<file path="src/rtl/jstk_spi_reader_if.sv">
// Bus bundle between the PmodJSTK reader and its joystick/consumer side.
// The master modport belongs to the reader. The slave modport belongs to the joystick model and the consumers.
interface jstk_spi_reader_if;
    logic [1:0]  leds;
    logic        miso;
    logic        sclk;
    logic        mosi;
    logic        ss;
    logic [10:0] x_val;
    logic [2:0]  btn;
    logic        ce;

    modport master (
        input  leds, miso,
        output sclk, mosi, ss, x_val, btn, ce
    );

    modport slave (
        output leds, miso,
        input  sclk, mosi, ss, x_val, btn, ce
    );
endinterface

</file>
<file path="src/rtl/jstk_spi_reader.sv">
// Polls a PmodJSTK over SPI mode 0 and converts the X reading into a servo pulse width in microseconds.
// Each completed five-byte transaction refreshes x_val/btn and raises a one-cycle ce.
module jstk_spi_reader #(
    parameter int CLK_DIV      = 50,
    parameter int SS_SETUP_CYC = 1500,
    parameter int BYTE_GAP_CYC = 1000,
    parameter int POLL_CYC     = 1000000,
    parameter int X_OFFSET     = 1000,
    parameter int X_MAX        = 2000
) (
    input  logic              clk,
    input  logic              rst,
    jstk_spi_reader_if.master bus
);

    typedef enum logic [2:0] {IDLE, SETUP, SHIFT, GAP, DONE} state_t;

    localparam int CNT_MAX = (SS_SETUP_CYC > BYTE_GAP_CYC)
                             ? ((SS_SETUP_CYC > CLK_DIV) ? SS_SETUP_CYC : CLK_DIV)
                             : ((BYTE_GAP_CYC > CLK_DIV) ? BYTE_GAP_CYC : CLK_DIV);
    localparam int CNT_W  = $clog2(CNT_MAX + 1);
    localparam int POLL_W = $clog2(POLL_CYC + 1);

    localparam logic [CNT_W-1:0]  SETUP_LAST = CNT_W'(SS_SETUP_CYC - 1);
    localparam logic [CNT_W-1:0]  GAP_LAST   = CNT_W'(BYTE_GAP_CYC - 1);
    localparam logic [CNT_W-1:0]  HALF_LAST  = CNT_W'(CLK_DIV - 1);
    localparam logic [POLL_W-1:0] POLL_LAST  = POLL_W'(POLL_CYC - 1);

    state_t            state_q, state_d;
    logic [POLL_W-1:0] pollCnt_q, pollCnt_d;
    logic [CNT_W-1:0]  cnt_q, cnt_d;
    logic [2:0]        bitIdx_q, bitIdx_d;
    logic [2:0]        byteIdx_q, byteIdx_d;
    logic [1:0]        leds_q, leds_d;
    logic [7:0]        rxShift_q, rxShift_d;
    logic [9:0]        xRaw_q, xRaw_d;
    logic [2:0]        btnRaw_q, btnRaw_d;
    logic              sclk_q, sclk_d;
    logic              mosi_q, mosi_d;
    logic              ss_q, ss_d;
    logic [10:0]       xVal_q, xVal_d;
    logic [2:0]        btn_q, btn_d;
    logic              ce_q, ce_d;
    logic              start;
    logic [10:0]       xSum;

    // Only byte 0 carries a command. Bytes 1-4 are zero padding that clocks out the remaining readings.
    function automatic logic txBit(input logic [2:0] byteIdx, input logic [2:0] bitIdx,
                                   input logic [1:0] ledsIn);
        logic [7:0] txByte;
        txByte = (byteIdx == 3'd0) ? {6'b100000, ledsIn} : 8'h00;
        return txByte[3'd7 - bitIdx];
    endfunction

    assign start = (pollCnt_q == POLL_LAST);
    assign xSum  = 11'(X_OFFSET) + {1'b0, xRaw_q};

    always_ff @(posedge clk) begin
        if (rst) begin
            state_q   <= IDLE;
            pollCnt_q <= '0;
            cnt_q     <= '0;
            bitIdx_q  <= '0;
            byteIdx_q <= '0;
            leds_q    <= '0;
            rxShift_q <= '0;
            xRaw_q    <= '0;
            btnRaw_q  <= '0;
            sclk_q    <= 1'b0;
            mosi_q    <= 1'b0;
            ss_q      <= 1'b1;
            xVal_q    <= 11'd1500;
            btn_q     <= '0;
            ce_q      <= 1'b0;
        end else begin
            state_q   <= state_d;
            pollCnt_q <= pollCnt_d;
            cnt_q     <= cnt_d;
            bitIdx_q  <= bitIdx_d;
            byteIdx_q <= byteIdx_d;
            leds_q    <= leds_d;
            rxShift_q <= rxShift_d;
            xRaw_q    <= xRaw_d;
            btnRaw_q  <= btnRaw_d;
            sclk_q    <= sclk_d;
            mosi_q    <= mosi_d;
            ss_q      <= ss_d;
            xVal_q    <= xVal_d;
            btn_q     <= btn_d;
            ce_q      <= ce_d;
        end
    end

    always_comb begin
        state_d   = state_q;
        pollCnt_d = start ? '0 : pollCnt_q + 1'b1;
        cnt_d     = cnt_q;
        bitIdx_d  = bitIdx_q;
        byteIdx_d = byteIdx_q;
        leds_d    = leds_q;
        rxShift_d = rxShift_q;
        xRaw_d    = xRaw_q;
        btnRaw_d  = btnRaw_q;
        sclk_d    = sclk_q;
        mosi_d    = mosi_q;
        ss_d      = ss_q;
        xVal_d    = xVal_q;
        btn_d     = btn_q;
        ce_d      = 1'b0;

        case (state_q)
            IDLE: begin
                ss_d   = 1'b1;
                sclk_d = 1'b0;
                mosi_d = 1'b0;
                if (start) begin
                    state_d   = SETUP;
                    ss_d      = 1'b0;
                    leds_d    = bus.leds;
                    cnt_d     = '0;
                    byteIdx_d = '0;
                    bitIdx_d  = '0;
                end
            end
            SETUP: begin
                if (cnt_q == SETUP_LAST) begin
                    state_d  = SHIFT;
                    cnt_d    = '0;
                    bitIdx_d = '0;
                    mosi_d   = txBit(byteIdx_q, 3'd0, leds_q);
                end else begin
                    cnt_d = cnt_q + 1'b1;
                end
            end
            SHIFT: begin
                if (cnt_q != HALF_LAST) begin
                    cnt_d = cnt_q + 1'b1;
                end else if (!sclk_q) begin
                    cnt_d     = '0;
                    sclk_d    = 1'b1;
                    rxShift_d = {rxShift_q[6:0], bus.miso};
                end else begin
                    // A falling SCLK edge opens the next low phase, which is the only time mosi may change.
                    cnt_d  = '0;
                    sclk_d = 1'b0;
                    if (bitIdx_q != 3'd7) begin
                        bitIdx_d = bitIdx_q + 3'd1;
                        mosi_d   = txBit(byteIdx_q, bitIdx_q + 3'd1, leds_q);
                    end else begin
                        case (byteIdx_q)
                            3'd0:    xRaw_d[7:0] = rxShift_q;
                            3'd1:    xRaw_d[9:8] = rxShift_q[1:0];
                            3'd4:    btnRaw_d    = rxShift_q[2:0];
                            default: ;
                        endcase
                        if (byteIdx_q == 3'd4) begin
                            state_d = DONE;
                            ss_d    = 1'b1;
                        end else begin
                            state_d = GAP;
                        end
                    end
                end
            end
            GAP: begin
                if (cnt_q == GAP_LAST) begin
                    state_d   = SHIFT;
                    cnt_d     = '0;
                    bitIdx_d  = '0;
                    byteIdx_d = byteIdx_q + 3'd1;
                    mosi_d    = 1'b0;
                end else begin
                    cnt_d = cnt_q + 1'b1;
                end
            end
            DONE: begin
                state_d = IDLE;
                ss_d    = 1'b1;
                mosi_d  = 1'b0;
                xVal_d  = (xSum > 11'(X_MAX)) ? 11'(X_MAX) : xSum;
                btn_d   = btnRaw_q;
                ce_d    = 1'b1;
            end
            default: state_d = IDLE;
        endcase
    end

    assign bus.sclk  = sclk_q;
    assign bus.mosi  = mosi_q;
    assign bus.ss    = ss_q;
    assign bus.x_val = xVal_q;
    assign bus.btn   = btn_q;
    assign bus.ce    = ce_q;

endmodule

</file>
<file path="src/flat_wrapper.sv">
// flat-port wrapper written by rule: the top's interface ports become plain ports
module jstk_spi_reader_flat 
#(
    parameter int CLK_DIV      = 50,
    parameter int SS_SETUP_CYC = 1500,
    parameter int BYTE_GAP_CYC = 1000,
    parameter int POLL_CYC     = 1000000,
    parameter int X_OFFSET     = 1000,
    parameter int X_MAX        = 2000
)
  (clk, rst, bus_leds, bus_miso, bus_sclk, bus_mosi, bus_ss, bus_x_val, bus_btn, bus_ce);
  jstk_spi_reader_if bus_i ();
  input  logic clk;
  input  logic rst;
  input wire logic [$bits(bus_i.leds)-1:0] bus_leds;
  input wire logic [$bits(bus_i.miso)-1:0] bus_miso;
  output wire logic [$bits(bus_i.sclk)-1:0] bus_sclk;
  output wire logic [$bits(bus_i.mosi)-1:0] bus_mosi;
  output wire logic [$bits(bus_i.ss)-1:0] bus_ss;
  output wire logic [$bits(bus_i.x_val)-1:0] bus_x_val;
  output wire logic [$bits(bus_i.btn)-1:0] bus_btn;
  output wire logic [$bits(bus_i.ce)-1:0] bus_ce;
  assign bus_i.leds = bus_leds;
  assign bus_i.miso = bus_miso;
  assign bus_sclk = bus_i.sclk;
  assign bus_mosi = bus_i.mosi;
  assign bus_ss = bus_i.ss;
  assign bus_x_val = bus_i.x_val;
  assign bus_btn = bus_i.btn;
  assign bus_ce = bus_i.ce;
  jstk_spi_reader #(.CLK_DIV(CLK_DIV), .SS_SETUP_CYC(SS_SETUP_CYC), .BYTE_GAP_CYC(BYTE_GAP_CYC), .POLL_CYC(POLL_CYC), .X_OFFSET(X_OFFSET), .X_MAX(X_MAX)) u_core (.clk(clk), .rst(rst), .bus(bus_i));
endmodule
</file>
<file path="config.mk">
export PLATFORM = sky130hd
export DESIGN_NAME = jstk_spi_reader_flat
export DESIGN_NICKNAME = d
export VERILOG_FILES = /design/src/rtl/jstk_spi_reader_if.sv /design/src/rtl/jstk_spi_reader.sv /design/src/flat_wrapper.sv
export SDC_FILE = /design/constraint.sdc
export NUM_CORES = 1
export LEC_CHECK = 0
export CELL_PAD_IN_SITES_DETAIL_PLACEMENT = 1
export CELL_PAD_IN_SITES_GLOBAL_PLACEMENT = 2
export CORE_UTILIZATION = 30
export CTS_BUF_LIST = sky130_fd_sc_hd__clkbuf_8 sky130_fd_sc_hd__clkbuf_16
export CTS_CLUSTER_DIAMETER = 200
export DETAILED_ROUTE_END_ITERATION = 12
export PLACE_DENSITY = 0.68
export SYNTH_ARGS = -nofsm -noshare
export SYNTH_HDL_FRONTEND = slang
export SYNTH_SLANG_ARGS = --single-unit
export TNS_END_PERCENT = 100
</file>
<file path="constraint.sdc">
create_clock -name clk -period 3.09 [get_ports clk]
set_input_delay 0.7725 -clock clk [delete_from_list [all_inputs] [get_ports clk]]
set_output_delay 0.7725 -clock clk [all_outputs]
set_load 0.02 [all_outputs]
</file>
-- Word-level counts from Yosys, hierarchy flattened
Cells that the tools add are included.
W data, S select, Z words.
- input port bits: 5
- output and inout port bits: 18
- bits in registers: 81
- logic and storage cells: 109
- multiplexer cells: 42
- $lt $le $gt $ge: 2
- reductions and logical operators: 21
- add/subtract/negate cells: 6
- equal/unequal tests: 19
- bitwise logic cells: 3
- operators by type and width (cell ; count):
    $mux W11 ; 5
    $pmux W11 S4 ; 1
    $mux W3 ; 14
    $pmux W3 S4 ; 2
    $add A20 B1 Y20 const B ; 1
    $eq A20 B20 Y1 const B ; 1
    $reduce_and A5 Y1 ; 4
    $mux W1 ; 14
    $ne A2 B1 Y1 const B ; 6
    $reduce_and A6 Y1 ; 2
    $add A10 B10 Y11 const A ; 1
    $add A11 B1 Y11 const B ; 1
    $eq A11 B10 Y1 const B ; 1
    $eq A11 B11 Y1 const B ; 1
    $gt A11 B11 Y1 const B ; 1
    $ne A11 B6 Y1 const B ; 1
    $mux W8 ; 1
    $reduce_bool A4 Y1 ; 2
    $reduce_and A7 Y1 ; 1
    $add A3 B1 Y3 const B ; 2
    $eq A3 B1 Y1 const B ; 2
    $eq A3 B2 Y1 const B ; 2
    $eq A3 B3 Y1 const B ; 2
    $logic_not A3 Y1 ; 2
    other kinds (15) ; 23

-- Depth between registers and ports, before layout
Gate-level depths: netlist of the first run.
- depth after elaboration: 8
- depth in mapped cells: 8
- mapped depth without buffers: 7

-- Least setup slack after synthesis of the first run
OpenSTA, ideal clock, no wires.
- kind: input-to-reg
- from: input rst
- to: register u_core.pollCnt_q[10]
- data required time: 2.962 ns
- stages: 5
- arrival time: 1.837 ns
- buffers on the path: 2
- path slack: 1.125 ns
- library setup time: 0.128 ns
- path through: clkbuf_1 -> clkinv_1 -> nand2_1 -> clkbuf_1 -> nor2_1
- cells in the longest elaborated chain, start to end: 1
- RTL lines (item ; RTL line ; source):
    start, declared ; flat_wrapper.sv:14 ; input logic rst;
    $reduce_or A2 Y1 (no line) ; - ;
    end signal, assigned ; jstk_spi_reader.sv:77 ; pollCnt_q <= pollCnt_d;
    end, declared ; jstk_spi_reader.sv:30 ; logic [POLL_W-1:0] pollCnt_q, pollCnt_d;
Every way passes these cells.
A chain may end at the register's enable or synchronous reset.

-- Final worst setup path of the first run
- from: register u_core.cnt_q[0]
- to: register u_core.cnt_q[0]
- cells in the longest elaborated chain, start to end: 3
- elaborated cells on any way between the ends: 8
- classes of those cells: add/sub: 1; eq/ne: 3; mux: 4
- RTL lines (item ; RTL line ; source):
    start, declared ; jstk_spi_reader.sv:31 ; logic [CNT_W-1:0] cnt_q, cnt_d;
    start signal, assigned ; jstk_spi_reader.sv:78 ; cnt_q <= cnt_d;
    $add A11 B1 Y11 (tied with other cells) ; jstk_spi_reader.sv:132, jstk_spi_reader.sv:137, jstk_spi_reader.sv:173 ;
    $mux W11 (on tied branches) ; jstk_spi_reader.sv:166, jstk_spi_reader.sv:126, jstk_spi_reader.sv:136 ;
    $pmux W11 S4 (*) ; jstk_spi_reader.sv:111 ; case (state_q)
Every way passes the cells marked *; elsewhere a longest branch is shown, timed or not.

==> qor.csv, run 1 <==
metric;value;unit
run status;finished, final reports clean;
hold_buf cts;0;
final global-route overflow total;0;
Final Cell Area;4520;um^2
max cap viols;0;
vias per cell;4.98;
Min-Delay Path Class;reg -> reg;
Core Rows;40;
Synth Instances;444;
Most Used Layer, Global Route;met2;
Post-DRT Antenna Nets;0;
first-iteration detailed-routing DRC count;143;
first-pass GRT wire length;16700;um
asr flop ratio synth;0;%
Final Wtd Congestion;0.729;
Clk pwr share;48.7;%
Internal Power;1.80;mW
Clock Sinks;81;
Peak VDD IR;0.000223;V
Flop pwr share;45.8;%
CP Capture Type;flop;
TritonCTS clock tree;done;
DRT Pass-1 Iters;4;
register area share after synthesis;42.3;%
largest net degree at the start of global routing;46;
initial antenna violation count;0;
Arr. time, crit path;2560;ps
clk buf depth;2;
Post-Syn Nets;458;
pre-CTS WS;671;ps
Clock Pin Slew Worst Setup and Hold Paths;60;ps
TNS Setup;0;ps
chip height;115;um
Synth Flop Type;dfxtp_1;
Setup CP Type;reg -> reg;
post-CTS setup buffer count;0;
Mapped Avg Cell Area;8.63;um^2
most frequent cells in the layout;dfxtp_1, nor2_1, nand2_1;
Tcrit/Tclk final;76.2;%
Crit path required time;3290;ps
total CTS buffers;9;
nets;476;
crit-path max FO;8;
Post-DP Area;4220;um^2
core area;12200;um^2
hpwl dp;7080;um
WL final;9820;um
Syn Std Cell Area;3830;um^2
# port buffers;22;
Setup-failing EPs final;0;
Final WS setup;735;ps
Hold Vio Cnt, Final;0;
Power Density;517;nW/um^2
Fin Clk Skew;7.51;ps
io pins;23;
share of cells above drive strength 1;8.82;%
antenna diode count;0;
P_sw;0.542;mW
vias in the first global route;3262;
post-CTS sizing;0;
RSZ-0062 raised after global routing;no;
area delta synth->final;18.0;%
grt met1 use;22.5;%
EDFF count, synth;0;
Combinational Power Share;5.6;%
# DRC;0;
CP Launch Type;flop;
most common cell after layout, fill and taps aside;dfxtp_1;
GRT Util Overall;16.4;%
Tightest Pin Transition;745;ps
WL/cell;15.5;um
worst-skew pair later-pin latency;340;ps
DIE AREA;13200;um^2
Yosys Warn Count;0;
Via Count;3153;
H-tree depth;3;
slew margin rel.;50.0;%
fin crit period;2360;ps
Initial Util;31.4;%
CTS root buffer;clkbuf_16;
grt met2 use;24.9;%
die width;115;um
Switching Share;23.2;%
GR met3 Demand/Resource;3.53;%
Final Slew Violations;0;
Leakage;1.53;nW
Seq cells post-synth;81;
f_max;425;MHz
Synth cell types;54;
-- power by group through the flow --
stage                     Sequential, mW  Clock (mW)  Combinational (mW)
final                               1.07        1.14               0.130
after global placement              1.09           0               0.129
after CTS                           1.07        1.18               0.132
after global routing                1.07        1.21               0.144
after detailed placement            1.10           0               0.130
after floorplan                     1.09           0              0.0917
-- flip-flops by register name, indices dropped and copies added, names as in the netlist, 8 cells and up --
register	cells
u_core.pollCnt_q	20
u_core.bus.x_val	11
u_core.cnt_q	11
u_core.xRaw_q	10
u_core.rxShift_q	8
-- layout make-up --
type,instances,area (um^2)
inverter,14,52.6
clock inverter,5,82.6
tap,168,210
fill,1472,7690
clock buffer,9,225
multi-input combinational,330,2080
timing repair buffer,26,250
sequential,81,1620
-- final timing paths --
path	from	endpoint	slack [ps]	cells past startpoint
max	u_core.cnt_q[0]	u_core.cnt_q[0]	730	6
min	u_core.bus.btn[1]	u_core.bus.btn[1]	460	2
max reg2reg	u_core.cnt_q[0]	u_core.cnt_q[0]	730	6
min reg2reg	u_core.bus.btn[1]	u_core.bus.btn[1]	460	2
-- cell usage after synthesis (2+ instances only) --
cell type	number	area, um^2
nor4_4	4	85.1
or2_2	5	31.3
nor4_1	7	43.8
o21ai_0	15	75.1
mux2i_1	18	180
buf_2	5	25.0
dfxtp_1	81	1620
nand2b_1	3	18.8
o2bb2ai_1	2	17.5
and4_1	3	26.3
or3_1	7	43.8
ha_1	9	113
xnor2_1	16	140
xor2_1	10	87.6
nand4_1	3	18.8
nand2_1	53	199
nor2b_1	4	25.0
nand3b_1	2	15.0
nor3_1	13	65.1
inv_1	13	48.8
nand4b_1	4	35.0
and3_1	6	37.5
nand3_1	20	100
a31oi_1	3	18.8
a21oi_1	31	155
nor2_1	58	218
clkbuf_1	14	52.6
o211ai_1	2	15.0
or4_1	4	30.0
o31ai_1	3	22.5
a31o_2	3	26.3
-- critical path: stages (launching register included) --
cell	delay [ps]
dfxtp_1	430
ha_1	360
nand4b_1	200
nor4_4	290
o2bb2ai_1	270
o21ai_1	560
nor2_1	110
-- through the flow --
stage               std cells  hold WS [ps]  util, %  power (mW)
floorplan                 444           430        -        1.18
global placement          619           443     34.5        1.22
global route              633           478     37.0        2.43
CTS                       633           462     37.0        2.38
detailed placement        619           454     34.5        1.23
finish                    633           461     37.0        2.34
-- metal layers --
layer	routed length (um)	part of all wire, %	vias to the layer above
met5	0	0	-
met1	5140	52	1525
met2	4300	44	27
met3	212	2.2	10
li1	-	-	1591
met4	166	1.7	0
-- kinds of logic (layout without fill, tap and decap cells) --
kind of cell / after synthesis / after routing / synth area share, %
mux: 18 / 18 / 4.70
fa+ha+maj: 9 / 9 / 2.94
flops: 81 / 81 / 42.3
xor+xnor: 26 / 26 / 5.94
buf+inv: 33 / 54 / 3.40
simple gates: 208 / 208 / 29.7
compound gates: 69 / 69 / 11.0
Power figures use the tool's default switching activity.
==> inputs of run 2 (changes only) <==
Settings changed: PLACE_DENSITY 0.68 to 0.7.
Clock period 3.09 ns to 2 ns, I/O delays scaled along.
==> run 2 against run 1 <==
  * Fmax up 21%
  * Worst hold slack got worse by 8.5 ps
  * First-iteration DRC count decreased by 28%
  * Critical path type unchanged
  * Critical path depth up 1
  * Clock skew shrank 0.82 ps
  * Largest cell class unchanged
  * Sequential share of layout area is 3.7 points lower
  * Power up 62%
==> qor.csv, run 2 (synthesis gave the netlist of run 1 again) <==
metric;value;unit;change
Min-Delay Path Class;reg -> reg;;unchanged
Tcrit/Tclk final;97.3;%;was 76.2%
CTS root buffer;clkbuf_16;;unchanged
final global-route overflow total;0;;unchanged
first-pass GRT wire length;17400;um;was 16700 um
antenna diode count;0;;unchanged
Clock Pin Slew Worst Setup and Hold Paths;60;ps;about the same
Tightest Pin Transition;401;ps;was 745 ps
Leakage;1.83;nW;was 1.53 nW
hold_ws;453;ps;was 461 ps
Tot Pwr;3.80;mW;was 2.34 mW
slew margin rel.;73.1;%;was 50.0%
Power Density;749;nW/um^2;was 517 nW/um^2
Initial Util;31.4;%;unchanged
fin crit period;1950;ps;was 2360 ps
Clock Sinks;81;;unchanged
nets;527;;was 476
H-tree depth;3;;unchanged
Fin Clk Skew;6.69;ps;was 7.51 ps
clk buf depth;2;;unchanged
# DRC;0;;unchanged
initial antenna violation count;0;;unchanged
P_sw;0.859;mW;was 0.542 mW
Final Wtd Congestion;0.734;;was 0.729
Clk pwr share;48.1;%;was 48.7%
Via Count;3367;;was 3153
Peak VDD IR;0.000315;V;was 0.000223 V
vias in the first global route;3537;;was 3262
DRT Pass-1 Iters;4;;unchanged
run status;finished, final reports clean;;unchanged
CP Launch Type;flop;;unchanged
Core Rows;40;;unchanged
most common cell after layout, fill and taps aside;dfxtp_1;;unchanged
Internal Power;2.94;mW;was 1.80 mW
hold_buf cts;0;;unchanged
Final Cell Area;5070;um^2;was 4520 um^2
area delta synth->final;32.2;%;was 18.0%
Post-DP Area;4580;um^2;was 4220 um^2
chip height;115;um;unchanged
GRT Util Overall;16.9;%;was 16.4%
Post-DRT Antenna Nets;0;;unchanged
Final Slew Violations;0;;unchanged
DIE AREA;13200;um^2;unchanged
fillers;1463;;was 1472
WL/cell;15.0;um;was 15.5 um
max FFs per register;20;;unchanged
# port buffers;22;;unchanged
f_max;514;MHz;was 425 MHz
hpwl dp;7330;um;was 7080 um
TritonCTS clock tree;done;;unchanged
Hold Vio Cnt, Final;0;;unchanged
io pins;23;;unchanged
share of cells above drive strength 1;21.3;%;was 8.82%
most frequent cells in the layout;dfxtp_1, nor2_1, nand2_1;;unchanged
Crit path required time;2270;ps;was 3290 ps
Setup CP Type;reg -> reg;;unchanged
Final Non-Filler Cells;685;;was 633
Flop pwr share;43.5;%;was 45.8%
worst-skew pair later-pin latency;340;ps;about the same
max cap viols;0;;unchanged
crit-path max FO;5;;was 8
die width;115;um;unchanged
Switching Share;22.6;%;was 23.2%
CP Capture Type;flop;;unchanged
Setup-failing EPs final;0;;unchanged
most flop-heavy register;u_core.pollCnt_q;;unchanged
total CTS buffers;9;;unchanged
core area;12200;um^2;unchanged
Arr. time, crit path;2220;ps;was 2560 ps
vias per cell;4.92;;was 4.98
Combinational Power Share;8.3;%;was 5.6%
Post-Place Cells;663;;was 619
largest net degree at the start of global routing;46;;unchanged
first-iteration detailed-routing DRC count;103;;was 143
RSZ-0062 raised after global routing;yes;;was no
WL final;10300;um;was 9820 um
-- run 2: changes by cell type in the layout (fill, tap and decap cells not counted), sizes merged --
cell,previous run,this run
buf,4,55
clkbuf,9,11
clkinvlp,3,1
clkinv,1,2
-- run 2: stage by stage --
stage | setup TNS (ps) | setup WS, ps | util (%)
after floorplan | 0 | 110 | -
after global routing | -123 | -53.2 | 41.5
after detailed placement | -471 | -111 | 37.5
final | 0 | 54.2 | 41.5
after global placement | 0 | 23.5 | 37.5
after CTS | -13.2 | -7.40 | 40.9
-- run 2: timing repair --
action | 4_1_cts | 5_1_grt
gates cloned | 2 | 0
setup endpoints to repair | 8 | 28
hold endpoints to repair | 0 | 0
resized for setup | 8 | 20
pin swaps | 7 | 3
buffers inserted | 4 | 1
-- run 2: layout make-up --
cell class	instances	area, um^2	share of cell area, %
multi-input combinational	330	2180	43.0
inverter	14	52.6	1.04
tap	168	210	4.15
clock buffer	11	253	4.99
sequential	81	1630	32.1
clock inverter	4	76.3	1.51
timing repair buffer	77	669	13.2
-- run 2: worst max-delay path, cell delays in order (launching register included) --
cell,delay (ps)
dfxtp_2,360
ha_4,150
nand2_4,50
nor4_4,370
a31oi_4,150
buf_6,160
or4_1,520
a21oi_2,130
-- run 2: final timing paths --
path / start / cells after the start / to / slack (ps)
max: u_core.pollCnt_q[0] / 7 / u_core.cnt_q[7] / 50
max reg2reg: u_core.pollCnt_q[0] / 7 / u_core.cnt_q[7] / 50
min: u_core.btnRaw_q[0] / 2 / u_core.bus.btn[0] / 450
min reg2reg: u_core.btnRaw_q[0] / 2 / u_core.bus.btn[0] / 450
-- run 2: power by group through the flow --
| stage | registers (mW) | clock network [mW] | logic [mW] |
|---|---|---|---|
| 2_1_floorplan | 1.68 | 0 | 0.142 |
| 3_3_place_gp | 1.68 | 0 | 0.277 |
| 3_5_place_dp | 1.68 | 0 | 0.283 |
| 4_1_cts | 1.65 | 1.89 | 0.311 |
| 5_1_grt | 1.65 | 1.96 | 0.347 |
| 6_report | 1.65 | 1.83 | 0.316 |
-- run 2: layer usage --
| layer | global-route usage (%) | share of wire, % |
|---|---|---|
| met5 | 0 | 0 |
| met4 | 7.79 | 1.6 |
| met3 | 2.79 | 2.4 |
| met2 | 27.3 | 47 |
| met1 | 22.2 | 49 |
==> inputs of run 3 (changes only) <==
--- a/config.mk
+++ b/config.mk
@@ -8,9 +8,9 @@
 export CELL_PAD_IN_SITES_DETAIL_PLACEMENT = 1
 export CELL_PAD_IN_SITES_GLOBAL_PLACEMENT = 2
-export CORE_UTILIZATION = 30
+export CORE_UTILIZATION = 33
 export CTS_BUF_LIST = sky130_fd_sc_hd__clkbuf_8 sky130_fd_sc_hd__clkbuf_16
 export CTS_CLUSTER_DIAMETER = 200
 export DETAILED_ROUTE_END_ITERATION = 12
-export PLACE_DENSITY = 0.7
+export PLACE_DENSITY = 0.76
 export SYNTH_ARGS = -nofsm -noshare
 export SYNTH_HDL_FRONTEND = slang
==> constraint.sdc (replaced) <==
create_clock -name clk -period 2 [get_ports clk]
set_input_delay 0.5 -clock clk [delete_from_list [all_inputs] [get_ports clk]]
set_output_delay 0.5 -clock clk [all_outputs]
set_load 0.005 [all_outputs]
==> run 3 against run 2 <==
  * Highest routed layer unchanged
  * Sequential share of layout area increased by 1.3 points
  * Power shrank 2.2%
  * Die area down 8.9%
  * Non-clock buffer count is 15 lower
  * Largest cell class unchanged
  * Clock skew is 0.86 ps lower
  * Via count shrank 0.86%
==> qor.csv, run 3 (synthesis gave the netlist of run 1 again) <==
metric;value;unit;change
run status;finished, final reports clean;;unchanged
FF-to-FF path depth;5;;was 7
reg2reg end;u_core.bitIdx_q[1];;was u_core.cnt_q[7]
Core Rows;38;;was 40
clk buf depth;2;;unchanged
Clock Pin Slew Worst Setup and Hold Paths;60;ps;about the same
GRT Util Overall;18.6;%;was 16.9%
fillers;1278;;was 1463
TritonCTS clock tree;done;;unchanged
max cap viols;0;;unchanged
vias in the first global route;3402;;was 3537
Clk pwr share;48.2;%;was 48.1%
Setup crit start;u_core.cnt_q[7];;was u_core.pollCnt_q[0]
Top Family by Delay on Critical Path;simple AND/OR/NAND/NOR gates;;unchanged
Final Wtd Congestion;0.775;;was 0.734
nets;512;;was 527
chip height;110;um;was 115 um
Crit path required time;2230;ps;was 2270 ps
Switching Share;22.6;%;about the same
Combinational Power Share;7.0;%;was 8.3%
most flop-heavy register;u_core.pollCnt_q;;unchanged
Critical Path, Cell by Cell;nand3_1 > nor4_4 > o2bb2ai_2 > or2_2 > a31o_2;;was ha_4 > nand2_4 > nor4_4 > a31oi_4 > buf_6 > or4_1 > a21oi_2
initial antenna violation count;0;;unchanged
# port buffers;22;;unchanged
total CTS buffers;9;;unchanged
Final WS setup;99.6;ps;was 54.2 ps
Arr. time, crit path;2140;ps;was 2220 ps
TNS Setup;0;ps;unchanged
core area;11100;um^2;was 12200 um^2
slew margin rel.;70.1;%;was 73.1%
WL final;10100;um;was 10300 um
Hold Vio Cnt, Final;0;;unchanged
hold depth;2;;unchanged
# DRC;0;;unchanged
hold_buf cts;0;;unchanged
post-layout util;44.2;%;was 41.5%
die width;110;um;was 115 um
CTS root buffer;clkbuf_16;;unchanged
share of cells above drive strength 1;19.3;%;was 21.3%
Initial Util;34.6;%;was 31.4%
io pins;23;;unchanged
RR Startpoint;u_core.cnt_q[7];;was u_core.pollCnt_q[0]
vias per cell;5.19;;was 4.92
Tcrit/Tclk final;95.0;%;was 97.3%
Via Count;3338;;was 3367
crit-path max FO;7;;was 5
Post-DRT Antenna Nets;0;;unchanged
Worst Path Buf+Inv;0;;was 1
DIE AREA;12000;um^2;was 13200 um^2
H-tree depth;3;;unchanged
DRT Pass-1 Iters;4;;unchanged
P_sw;0.839;mW;was 0.859 mW
antenna diode count;0;;unchanged
Crit path depth;5;;was 7
Flop pwr share;44.7;%;was 43.5%
Fin Clk Skew;5.83;ps;was 6.69 ps
Clock Sinks;81;;unchanged
area delta synth->final;27.7;%;was 32.2%
Setup-failing EPs final;0;;unchanged
Min-Delay Path Class;reg -> reg;;unchanged
final global-route overflow total;0;;unchanged
fin crit period;1900;ps;was 1950 ps
first-pass GRT wire length;17000;um;was 17400 um
Internal Power;2.87;mW;was 2.94 mW
Critical Path End;u_core.bitIdx_q[1];;was u_core.cnt_q[7]
hpwl dp;7520;um;was 7330 um
f_max;526;MHz;was 514 MHz
hold_ws;460;ps;was 453 ps
CP Launch Type;flop;;unchanged
first-iteration detailed-routing DRC count;147;;was 103
CP max stage cell;dfxtp_1;;was or4_1
Peak VDD IR;0.000428;V;was 0.000315 V
CP Capture Type;flop;;unchanged
pre-CTS WS;-7.27;ps;was -111 ps
Tot Pwr;3.71;mW;was 3.80 mW
R2R setup slack;100;ps;was 50 ps
max FFs per register;20;;unchanged
most frequent cells in the layout;dfxtp_1, nor2_1, nand2_1;;unchanged
largest net degree at the start of global routing;22;;was 46
Setup CP Type;reg -> reg;;unchanged
Leakage;1.75;nW;was 1.83 nW
worst-skew pair later-pin latency;340;ps;about the same
Tightest Pin Transition;445;ps;was 401 ps
WL/cell;15.7;um;was 15.0 um
crit-path max cell delay;470;ps;was 520 ps
Final Slew Violations;0;;unchanged
Power Density;759;nW/um^2;was 749 nW/um^2
most common cell after layout, fill and taps aside;dfxtp_1;;unchanged
==> run 3: cell count changes in the layout (fill, tap and decap cells not counted), sizes merged <==
| cell | delta |
|---|---|
| clkbuf | -1 |
| buf | -16 |
| clkdlybuf4s15 | +1 |
| inv | +2 |
==> run 3: worst min path at each step <==
stage	startpoint	slack [ps]	to
2_1_floorplan	u_core.pollCnt_q[0]	430	u_core.pollCnt_q[0]
3_3_place_gp	u_core.rxShift_q[7]	440	u_core.rxShift_q[7]
3_5_place_dp	u_core.btnRaw_q[1]	450	u_core.bus.btn[1]
4_1_cts	u_core.btnRaw_q[1]	460	u_core.bus.btn[1]
5_1_grt	u_core.btnRaw_q[1]	470	u_core.bus.btn[1]
6_report	u_core.btnRaw_q[1]	460	u_core.bus.btn[1]
==> run 3: tightest hold or removal path, cell delays in order, from the launching register on <==
cell     delay, ps
dfxtp_1        310
nand2_1         50
a21oi_1         50
==> run 3: timing repair <==
action	in CTS	in global routing
endpoints found under the hold margin	0	0
cloned	1	0
setup endpoints to repair	2	32
pin swaps	2	5
setup buffers	2	1
gates resized for setup	2	23
==> run 3: cell type report <==
type | count | area [um^2] | share of cell area, %
Sequential cell | 81 | 1640 | 33.4
Timing Repair Buffer | 62 | 553 | 11.3
Inverter | 14 | 52.6 | 1.07
Clock inverter | 6 | 83.8 | 1.71
Clock buffer | 10 | 239 | 4.88
Tap cell | 140 | 175 | 3.58
Multi-Input combinational cell | 330 | 2150 | 44.0
==> run 3: power by group through the flow <==
stage	Combinational [mW]	Sequential, mW	Clock [mW]
finish	0.262	1.66	1.79
detailed placement	0.234	1.69	0
floorplan	0.142	1.68	0
global route	0.290	1.66	1.93
CTS	0.257	1.66	1.85
global placement	0.231	1.69	0
==> run 3: layer usage <==
| metal | track usage, % | up-vias | wire [um] |
|---|---|---|---|
| met5 | 0 | - | 0 |
| met4 | 7.43 | 0 | 170 |
| met3 | 4.03 | 10 | 247 |
| met2 | 28.9 | 30 | 4580 |
| met1 | 24.9 | 1635 | 5110 |
| li1 | - | 1663 | - |
==> run 3: per-stage QoR <==
step	area (um^2)	cells
after floorplan	3830	444
after global placement	4450	623
after detailed placement	4450	623
after CTS	4800	642
after global routing	4890	643
final	4890	643
